==> src/rtl/riscv_pkg.sv <==
// Shared types for the cache write path: AMO write port and write-queue entry.
package riscv_pkg;

  localparam int WQ_XLEN    = 32;
  localparam int WQ_INDEX_W = 7;
  localparam int WQ_TAG_W   = 7;

  typedef struct packed {
    logic               write_enable;
    logic [WQ_XLEN-1:0] addr;
    logic [WQ_XLEN-1:0] data;
  } amo_interface_t;

  // One pending cache write; is_store selects merge-with-valid behaviour.
  typedef struct packed {
    logic [WQ_INDEX_W-1:0] index;
    logic [WQ_TAG_W-1:0]   tag;
    logic [WQ_XLEN-1:0]    data;
    logic [WQ_XLEN/8-1:0]  be;
    logic                  is_store;
  } wq_entry_t;

endpackage

==> src/rtl/cache_way_select.sv <==
// Picks the target way for a cache write: tag hit, then an empty way,
// then a round-robin victim that only moves when it was actually used.
module cache_way_select #(
  parameter int NumWays = 2,
  parameter int TagW    = 7,
  parameter int BeW     = 4,
  parameter int WayW    = 1
)(
  input  logic                          i_clk,
  input  logic                          i_rst,
  input  logic                          we,
  input  logic [TagW-1:0]               tag,
  input  logic [NumWays-1:0][TagW-1:0]  rd_tag,
  input  logic [NumWays-1:0][BeW-1:0]   rd_valid,
  output logic [WayW-1:0]               way,
  output logic                          hit
);

  logic [WayW-1:0] victim, hit_way, inv_way;
  logic            inv, alloc_ptr;

  // Scan from the top down so the lowest-numbered candidate wins.
  always_comb begin
    hit     = 1'b0;
    hit_way = '0;
    inv     = 1'b0;
    inv_way = '0;
    for (int w = NumWays - 1; w >= 0; w--) begin
      if (rd_tag[w] == tag && |rd_valid[w]) begin
        hit     = 1'b1;
        hit_way = WayW'(w);
      end
      if (rd_valid[w] == '0) begin
        inv     = 1'b1;
        inv_way = WayW'(w);
      end
    end
    alloc_ptr = ~hit & ~inv;
    if (NumWays == 1)  way = '0;
    else if (hit)      way = hit_way;
    else if (inv)      way = inv_way;
    else               way = victim;
  end

  // Victim advances mod NumWays only when a write consumed it.
  always_ff @(posedge i_clk) begin
    if (i_rst)
      victim <= '0;
    else if (we && alloc_ptr)
      victim <= (victim == WayW'(NumWays - 1)) ? '0 : victim + 1'b1;
  end

endmodule

==> src/rtl/cache_write_queue.sv <==
// Write queue in front of the data cache: buffers stores and load fills,
// lets AMO writes bypass, and drives the single cache write port.
module cache_write_queue
  import riscv_pkg::*;
#(
  parameter int               XLEN            = 32,
  parameter int               CacheIndexWidth = 7,
  parameter int               CacheTagWidth   = 7,
  parameter int               NumWays         = 2,
  parameter int               QueueDepth      = 4,
  parameter logic [XLEN-1:0]  MMIO_ADDR       = 32'h4000_0000
)(
  input  logic                                 i_clk,
  input  logic                                 i_rst,
  input  logic                                 i_stall,
  input  logic                                 i_flush,
  input  logic [XLEN-1:0]                      i_st_addr,
  input  logic [XLEN-1:0]                      i_st_data,
  input  logic [XLEN/8-1:0]                    i_st_be,
  input  logic                                 i_ld_valid,
  input  logic [XLEN-1:0]                      i_ld_addr,
  input  logic [XLEN-1:0]                      i_ld_data,
  input  amo_interface_t                       i_amo,
  input  logic [CacheIndexWidth-1:0]           i_probe_index,
  input  logic [NumWays-1:0][CacheTagWidth-1:0] i_rd_tag,
  input  logic [NumWays-1:0][XLEN/8-1:0]       i_rd_valid,
  output logic                                 o_we,
  output logic [(NumWays>1 ? $clog2(NumWays) : 1)-1:0] o_way,
  output logic [CacheIndexWidth-1:0]           o_index,
  output logic [XLEN-1:0]                      o_data,
  output logic [CacheTagWidth-1:0]             o_tag,
  output logic [XLEN/8-1:0]                    o_byte_we,
  output logic [XLEN/8-1:0]                    o_valid,
  output logic                                 o_full,
  output logic                                 o_empty,
  output logic                                 o_probe_hit
);

  localparam int BeW  = XLEN / 8;
  localparam int WayW = (NumWays > 1) ? $clog2(NumWays) : 1;
  localparam int IW   = $clog2(QueueDepth);
  localparam int PW   = IW + 1;

  wq_entry_t                   mem [QueueDepth];
  logic [PW-1:0]               wr_ptr, rd_ptr, count;
  logic [IW-1:0]               wr_idx;
  logic                        fill_r;
  logic [CacheIndexWidth-1:0]  fill_index;
  logic [CacheTagWidth-1:0]    fill_tag;
  logic [XLEN-1:0]             fill_data;
  logic                        st_mmio, ld_mmio, amo_mmio, amo_act;
  logic                        st_enq, fill_enq, pop, is_store_out, hit;
  wq_entry_t                   fill_e, st_e, head;

  assign st_mmio  = i_st_addr >= MMIO_ADDR;
  assign ld_mmio  = i_ld_addr >= MMIO_ADDR;
  assign amo_mmio = i_amo.addr >= MMIO_ADDR;
  assign amo_act  = i_amo.write_enable & ~amo_mmio;

  assign count    = wr_ptr - rd_ptr;
  assign wr_idx   = wr_ptr[IW-1:0];
  assign head     = mem[rd_ptr[IW-1:0]];
  assign o_full   = count >= PW'(QueueDepth - 1);
  assign o_empty  = count == '0;

  // A flush kills a fill still in flight; already-queued entries are committed.
  assign fill_enq = fill_r & ~i_flush;
  assign st_enq   = |i_st_be & ~i_stall & ~st_mmio & ~o_full;

  assign fill_e = '{index: fill_index, tag: fill_tag, data: fill_data, be: '1, is_store: 1'b0};
  assign st_e   = '{index: i_st_addr[2 +: CacheIndexWidth],
                    tag: i_st_addr[2+CacheIndexWidth +: CacheTagWidth],
                    data: i_st_data, be: i_st_be, is_store: 1'b1};

  // Load fill is registered one cycle so it lines up with the store stage.
  always_ff @(posedge i_clk) begin
    if (i_rst || i_flush) fill_r <= 1'b0;
    else                  fill_r <= i_ld_valid & ~ld_mmio & ~i_stall;
  end

  // Fill payload holds across stalls; not reset, qualified by fill_r.
  always_ff @(posedge i_clk) begin
    if (!i_stall) begin
      fill_index <= i_ld_addr[2 +: CacheIndexWidth];
      fill_tag   <= i_ld_addr[2+CacheIndexWidth +: CacheTagWidth];
      fill_data  <= i_ld_data;
    end
  end

  // Entry storage; a coincident fill takes the older slot ahead of the store.
  always_ff @(posedge i_clk) begin
    if (fill_enq) mem[wr_idx] <= fill_e;
    if (st_enq)   mem[wr_idx + IW'(fill_enq)] <= st_e;
  end

  // Extra pointer bit distinguishes full from empty on wrap.
  always_ff @(posedge i_clk) begin
    if (i_rst) begin
      wr_ptr <= '0;
      rd_ptr <= '0;
    end else begin
      wr_ptr <= wr_ptr + PW'(fill_enq) + PW'(st_enq);
      if (pop) rd_ptr <= rd_ptr + 1'b1;
    end
  end

  // Write port mux: AMO owns the port when present, else the queue head.
  always_comb begin
    o_we         = ~i_rst & (amo_act | ~o_empty);
    pop          = o_we & ~amo_act;
    o_index      = head.index;
    o_tag        = head.tag;
    o_data       = head.data;
    o_byte_we    = head.be;
    is_store_out = head.is_store;
    if (amo_act) begin
      o_index      = i_amo.addr[2 +: CacheIndexWidth];
      o_tag        = i_amo.addr[2+CacheIndexWidth +: CacheTagWidth];
      o_data       = i_amo.data;
      o_byte_we    = '1;
      is_store_out = 1'b0;
    end
    if (!is_store_out) o_valid = '1;
    else if (hit)      o_valid = o_byte_we | i_rd_valid[o_way];
    else               o_valid = o_byte_we;
  end

  // Probe: any live slot (offset from head below occupancy) or the fill.
  always_comb begin
    logic [IW-1:0] off;
    o_probe_hit = fill_r & (fill_index == i_probe_index);
    for (int i = 0; i < QueueDepth; i++) begin
      off = IW'(i) - rd_ptr[IW-1:0];
      if ({1'b0, off} < count && mem[i].index == i_probe_index)
        o_probe_hit = 1'b1;
    end
  end

  cache_way_select #(
    .NumWays (NumWays),
    .TagW    (CacheTagWidth),
    .BeW     (BeW),
    .WayW    (WayW)
  ) u_way_sel (
    .i_clk    (i_clk),
    .i_rst    (i_rst),
    .we       (o_we),
    .tag      (o_tag),
    .rd_tag   (i_rd_tag),
    .rd_valid (i_rd_valid),
    .way      (o_way),
    .hit      (hit)
  );

endmodule

==> config.mk <==
export PLATFORM = sky130hd
export DESIGN_NAME = cache_write_queue
export DESIGN_NICKNAME = d
export VERILOG_FILES = /design/src/rtl/riscv_pkg.sv /design/src/rtl/cache_way_select.sv /design/src/rtl/cache_write_queue.sv
export SDC_FILE = /design/constraint.sdc
export NUM_CORES = 1
export LEC_CHECK = 0
export CORE_UTILIZATION = 41
export CTS_CLUSTER_SIZE = 14
export DETAILED_ROUTE_END_ITERATION = 7
export HOLD_SLACK_MARGIN = 0.15
export PLACE_DENSITY = 0.68
export SETUP_SLACK_MARGIN = 0.02
export SLEW_MARGIN = 20
export SYNTH_ARGS = -nofsm -noshare
export SYNTH_HDL_FRONTEND = slang
export SYNTH_SLANG_ARGS = --single-unit
export TNS_END_PERCENT = 10
==> constraint.sdc <==
create_clock -name i_clk -period 6.62 [get_ports i_clk]
set_clock_uncertainty 0.05 [all_clocks]
set_input_delay 1.324 -clock i_clk [delete_from_list [all_inputs] [get_ports i_clk]]
set_output_delay 1.324 -clock i_clk [all_outputs]
set_load 0.05 [all_outputs]
==> summary.txt, run 1 <==
Run status
  – Outcome: finished clean

STA
  – Final period util: 85.5%
  – # setup viols final: 0
  – Max-slew violation count: 0
  – Worst-Margin Slew: about 1100 ps
  – Highest achievable clock rate: 177 MHz
  – Setup total negative slack: 0 ps
  – Slew HR: around 26%
  – RSZ-0062 raised after global routing: false
  – Final number of hold-violating endpoints: 0
  – Tmin final: roughly 5700 ps

Setup path
  – Worst setup SP type: input pin
  – Setup Crit Path Kind: in -> out
  – Most used cell, CP: clkdlybuf4s50_1
  – Family with the most delay on the worst path: buffers and inverters
  – Critical path buffers and inverters: 2
  – CP cell instances: clkdlybuf4s50_1 > nor3b_4 > mux2_2 > xor2_1 > a2111oi_2 > o21ai_1 > nor2_1 > a221o_1 > clkdlybuf4s50_1
  – Worst Path Arrival: 4280 ps
  – Worst path max stage delay: about 800 ps
  – Required @ worst endpoint: 5250 ps
  – Worst Path Max Fanout: 4
  – Crit end category: output port
  – Crit-path slowest cell: clkdlybuf4s50_1

Synthesis
  – Mapped cell area: 13,600 sq um
  – Syn Nets: approximately 1,500
  – YS warnings: 0
  – Ys async rst share: 0%
  – Number of synthesized flops with an enable pin: 246
  – Seq/Total Area, Yosys: 56.4%
  – Share of the synthesized area in the top cell type: between 50% and 60%
  – Syn Inst Count: 1,306
  – Main synth FF type: edfxtp_1
  – Count of different cell masters after synthesis: 42
  – Flops & latches, synth: 260
  – Most common cell in the synthesized netlist: nand2_1
  – Top cells by area, synth: edfxtp_1 (54%), nand2_1 (14%), mux4_2 (8.4%)
  – Cell taking the most area after synthesis: edfxtp_1
  – Most frequent cells after synthesis: nand2_1 (509), edfxtp_1 (246), o21ai_0 (196)
  – Syn avg cell area: 10.4 sq um

Global routing
  – First-pass GRT wire length: 57,800 microns
  – GRT overflow: 0
  – Met2 GRT Util: 38.7%
  – M1 GR Usage: between 20 and 30%
  – GRT met3 Usage: between 3 and 4%
  – Vias in the first global route: about 10,000
  – Antenna violations before repair: 2
  – Tot GR Track Use: 22.6%
  – Busiest grt layer: met2
  – Largest net degree at the start of global routing: slightly above 100

Detailed routing
  – Wire length per cell: 19.6 microns
  – Drt first-iter violations: 734
  – Number of remaining DRC errors: 0
  – Vias per cell: between 5 and 6
  – Drt pass-1 iters: 5
  – Drt total wl: slightly below 40,000 microns
  – Detail Route Antenna Nets: 0
  – Via Count: 10,494

Clock network
  – Clock sinks: 260
  – CTS hold repair buffers: 0
  – Deepest clock path buffer count: 3
  – Num CTS Buffers: 28
  – Post-cts resize count: 0
  – CTS tree: yes
  – Postcts setup bufs: 0
  – Worst-path clk slew: 60 ps
  – Clk root buf: clkbuf_16
  – Worst-Skew Late Latency: 550 ps
  – CTS H-tree lvls: 1

Floorplan
  – Core ar.: about 33,000 sq um
  – Die X-Extent: 184 microns
  – # rows: 66
  – # IOs: 290
  – Die ar.: 33,900 sq um
  – Starting Density: 41.7%
  – Chip Height: 184 microns

Finish
  – Layout Cell Area excl Fill: between 15,000 and 20,000 sq um
  – Area Growth Syn to Fin: 27.5%
  – Share of layout cells above drive strength 1: a little under a tenth
  – Final Net Count: about 1,700
  – Final std cells w/o fill: just under 2,000

Job
  – Maxcap violations: 0

Power and ir drop
  – Lkg Pwr: roughly 6.1 nW
  – Int Power: roughly 3.6 mW
  – Peak supply drop: approximately 0.20 mV
  – Clk pwr share: between 20 and 30%
  – Seq pwr share: between 30% and 40%
  – Combinational group share of total power: 34.0%
  – Switching Power: between 1.5 and 2 mW
  – Sw Share: 33.9%
  – Total power: 5.43 mW
  – PwrDens: 313 nW/um^2

Placement
  – Placed insts: 1,917
  – Half-perimeter wire length after placement: 23,400 microns
  – Post-place instance area: 16,400 sq um
  – IO buf count: 241
  – GP Congestion: 0.863

Min path
  – Hold Path Class: reg -> reg
-- power groups by stage --
stage	Combinational (mW)	Sequential [mW]	Clock, mW
global route	1.96	1.99	1.69
CTS	1.86	1.98	1.63
global placement	1.84	2.01	0
floorplan	1.27	1.95	0
finish	1.84	1.98	1.61
detailed placement	1.85	2.01	0
-- stage by stage --
step                      setup slack [ps]  hold WS [ps]  utilization (%)
after detailed placement               973           388             50.2
after floorplan                       1730           371                -
after CTS                              965           403             53.1
after global placement                 995           382             50.2
after global routing                   835           432             53.1
final                                  963           401             53.1
-- per-layer routing --
metal	vias to the layer above	routed length, microns
li1	4968	-
met1	5029	15600
met2	415	19000
met3	82	2970
met4	0	1200
met5	-	0
-- sequential cells by signal, indices dropped and copies added, names as in the netlist, named ones only --
| signal | flops |
|---|---|
| fill_tag | 7 |
| wr_ptr | 3 |
| mem | 204 |
| fill_index | 7 |
| rd_ptr | 3 |
| fill_r | 1 |
| u_way_sel.victim | 1 |
| fill_data | 32 |
-- kinds of logic after synthesis --
kind of cell,synth area share [%]
and+or+nand+nor,17.3
muxes,8.69
xor gates and xnor gates,4.25
DFF,56.4
adders and majority gates,1.12
buffers and inverters,3.34
AOI/OAI and AO/OA,8.90
-- cells in the final DEF (no fill, tap or decap), drive strengths merged, types with 2 or more instances in the layout --
| cell | netlist | layout |
|---|---|---|
| a21oi | 6 | 6 |
| nand3 | 2 | 2 |
| nand2b | 9 | 9 |
| diode | 0 | 2 |
| buf | 37 | 18 |
| or3 | 2 | 2 |
| nand4 | 9 | 9 |
| nor3b | 2 | 2 |
| clkinv | 0 | 9 |
| nor2 | 24 | 24 |
| edfxtp | 246 | 246 |
| fa | 2 | 2 |
| bufinv | 0 | 4 |
| mux2 | 2 | 2 |
| or2 | 3 | 3 |
| nor2b | 3 | 3 |
| ha | 9 | 9 |
| xor2 | 25 | 25 |
| xnor2 | 41 | 41 |
| clkdlybuf4s50 | 0 | 241 |
| a21o | 13 | 13 |
| o21ai | 199 | 199 |
| nor4 | 10 | 10 |
| a221o | 4 | 4 |
| nor3 | 9 | 9 |
| clkbuf | 53 | 36 |
| inv | 14 | 15 |
| nand2 | 509 | 509 |
| dfxtp | 14 | 14 |
| mux4 | 51 | 51 |
-- path summary, 6_finish.rpt --
check / start / slack, ps / cells past startpoint / endpoint
worst max register to register: wr_ptr[0] / 2000 / 12 / mem[3][46]
worst min-delay path: mem[2][0] / 400 / 1 / mem[2][0]
worst min register to register: mem[2][0] / 400 / 1 / mem[2][0]
worst max-delay path: i_amo[64] / 960 / 9 / o_valid[2]
-- layout make-up --
type | count | area [sq um]
Clock buffer | 36 | 762
Fill cell | 2850 | 15300
Inverter | 14 | 52.6
Antenna cell | 2 | 5.00
Timing Repair Buffer | 259 | 2560
Tap cell | 442 | 553
Clock inverter | 15 | 183
Multi-Input combinational cell | 942 | 5550
Sequential cell | 260 | 7670
Power figures use the tool's default switching activity.
==> run 2, diff against run 1 <==
--- a/config.mk
+++ b/config.mk
@@ -11,7 +11,6 @@
 export HOLD_SLACK_MARGIN = 0.15
 export PLACE_DENSITY = 0.68
 export SETUP_SLACK_MARGIN = 0.02
-export SLEW_MARGIN = 20
 export SYNTH_ARGS = -nofsm -noshare
 export SYNTH_HDL_FRONTEND = slang
 export SYNTH_SLANG_ARGS = --single-unit
==> results of run 2 <==
Same layout as run 1: the final DEF is identical, and so are final timing and power.
==> run 3, diff against run 2 <==
--- a/config.mk
+++ b/config.mk
@@ -6,7 +6,7 @@
 export NUM_CORES = 1
 export LEC_CHECK = 0
 export CORE_UTILIZATION = 41
-export CTS_CLUSTER_SIZE = 14
+export CTS_CLUSTER_SIZE = 8
 export DETAILED_ROUTE_END_ITERATION = 7
 export HOLD_SLACK_MARGIN = 0.15
 export PLACE_DENSITY = 0.68
==> summary.txt, run 3 (synthesis gave the netlist of run 1 again) <==
Finish
  – Biggest regs: mem: 204 flops, fill_data: 32 flops
  – Final Net Count: 1,757
  – Most common cell after layout, fill and taps aside: nand2_1
  – Final core utilization: around 54%
  – Share of layout cells above drive strength 1: roughly 9%
  – Commonest cells after routing, fill and taps aside: nand2_1 (508), edfxtp_1 (246), clkdlybuf4s50_1 (241)
  – Layout Cell Area excl Fill: 17,500 sq um
  – Largest Register: mem
  – Final std cells w/o fill: 1,976
  – Filler cell count: ~2,800
  – Max reg flops: 204
  – Area Growth Syn to Fin: 28.4%

Placement
  – GP Congestion: between 0.8 and 0.9
  – Placed insts: 1,917
  – IO buf count: 241
  – Half-perimeter wire length after placement: about 23,000 microns
  – Dpl ws: 973 ps
  – Post-place instance area: 16,400 sq um

Detailed routing
  – Number of remaining DRC errors: 0
  – Via Count: 10,560
  – Vias per cell: approximately 5.3
  – Drt pass-1 iters: 5
  – Drt total wl: 38,900 microns
  – Wire length per cell: 19.7 microns
  – Detail Route Antenna Nets: 0
  – Drt first-iter violations: about 760

Floorplan
  – Die ar.: 33,900 sq um
  – Die X-Extent: approximately 180 microns
  – Chip Height: 184 microns
  – # rows: 66
  – # IOs: 290
  – Core ar.: around 33,000 sq um
  – Starting Density: around two fifths

Setup path
  – Required @ worst endpoint: 5250 ps
  – CP cell instances: clkdlybuf4s50_1 > nor3b_4 > mux2_2 > xor2_1 > a2111oi_2 > o21ai_1 > nor2_1 > a221o_1 > clkdlybuf4s50_1
  – Worst Path Max Fanout: 4
  – Worst Path Arrival: 4270 ps
  – Family with the most delay on the worst path: buffers and inverters
  – Critical path buffers and inverters: 2
  – Worst setup SP type: input pin
  – Most used cell, CP: clkdlybuf4s50_1
  – Setup Crit Path Kind: in -> out
  – Worst path max stage delay: 790 ps
  – Crit-path slowest cell: clkdlybuf4s50_1
  – Crit end category: output port

STA
  – Highest achievable clock rate: around 180 MHz
  – RSZ-0062 raised after global routing: false
  – Slew HR: roughly 27%
  – Setup total negative slack: 0 ps
  – Max-slew violation count: 0
  – Tmin final: 5640 ps
  – Final period util: 85.2%
  – Post-route setup slack: 979 ps
  – Final number of hold-violating endpoints: 0
  – # setup viols final: 0
  – Worst-Margin Slew: approximately 1100 ps
  – Hold slack final: 397 ps

Power and ir drop
  – Lkg Pwr: roughly 6.1 nW
  – PwrDens: 320 nW/um^2
  – Peak supply drop: 0.204 mV
  – Total power: 5.59 mW

Global routing
  – Antenna violations before repair: 3
  – Vias in the first global route: 10,490
  – GRT overflow: 0
  – First-pass GRT wire length: 58,200 microns
  – Largest net degree at the start of global routing: 102
  – Tot GR Track Use: 22.9%

Min path
  – Hold Path Class: reg -> reg

Clock network
  – CTS H-tree lvls: 2
  – CTS tree: yes
  – CTS hold repair buffers: 0
  – Clock sinks: 260
  – Postcts setup bufs: 0
  – Worst-path clk slew: 40 ps
  – Deepest clock path buffer count: 3
  – Clk root buf: clkbuf_16
  – Num CTS Buffers: 38
  – Post-cts resize count: 0
  – Worst-Skew Late Latency: 520 ps

Run status
  – Outcome: finished clean

Job
  – Maxcap violations: 0
-- run 3: changes by cell type in the layout (fill, tap and decap cells not counted) --
cell	delta
clkinv_2	-8
diode_2	+1
clkinv_1	-1
clkbuf_1	+8
inv_8	-1
clkbuf_16	+9
clkinv_8	+1
clkbuf_8	-1
bufinv_16	-3
inv_6	+2
clkinvlp_4	-1
-- run 3: path summary, 6_finish.rpt --
path | startpoint | end | slack, ps | cells after the start
hold reg to reg | mem[2][0] | mem[2][0] | 400 | 1
setup / recovery | i_amo[64] | o_valid[2] | 980 | 9
hold / removal | mem[2][0] | mem[2][0] | 400 | 1
setup reg to reg | wr_ptr[0] | mem[3][22] | 2010 | 12
-- run 3: per-layer routing --
metal	track usage, %	part of all wire (%)
met3	4.23	7.6
met2	38.5	49
met1	28.7	40
met5	0	0
met4	10.2	3.6
-- run 3: area by class of cell --
type	instances	area [sq um]	share of cell area (%)
clock inverter	4	63.8	0.366
clock buffer	52	1000	5.75
tap	442	553	3.17
antenna	3	7.51	0.0430
timing repair buffer	259	2560	14.7
multi-input combinational	942	5550	31.8
sequential	260	7670	43.9
inverter	14	52.6	0.301
-- run 3: power by group --
group | switching (mW) | internal (mW) | total [mW]
logic | 1.10 | 0.742 | 1.84
clock network | 0.682 | 1.08 | 1.77
registers | 0.0969 | 1.88 | 1.98
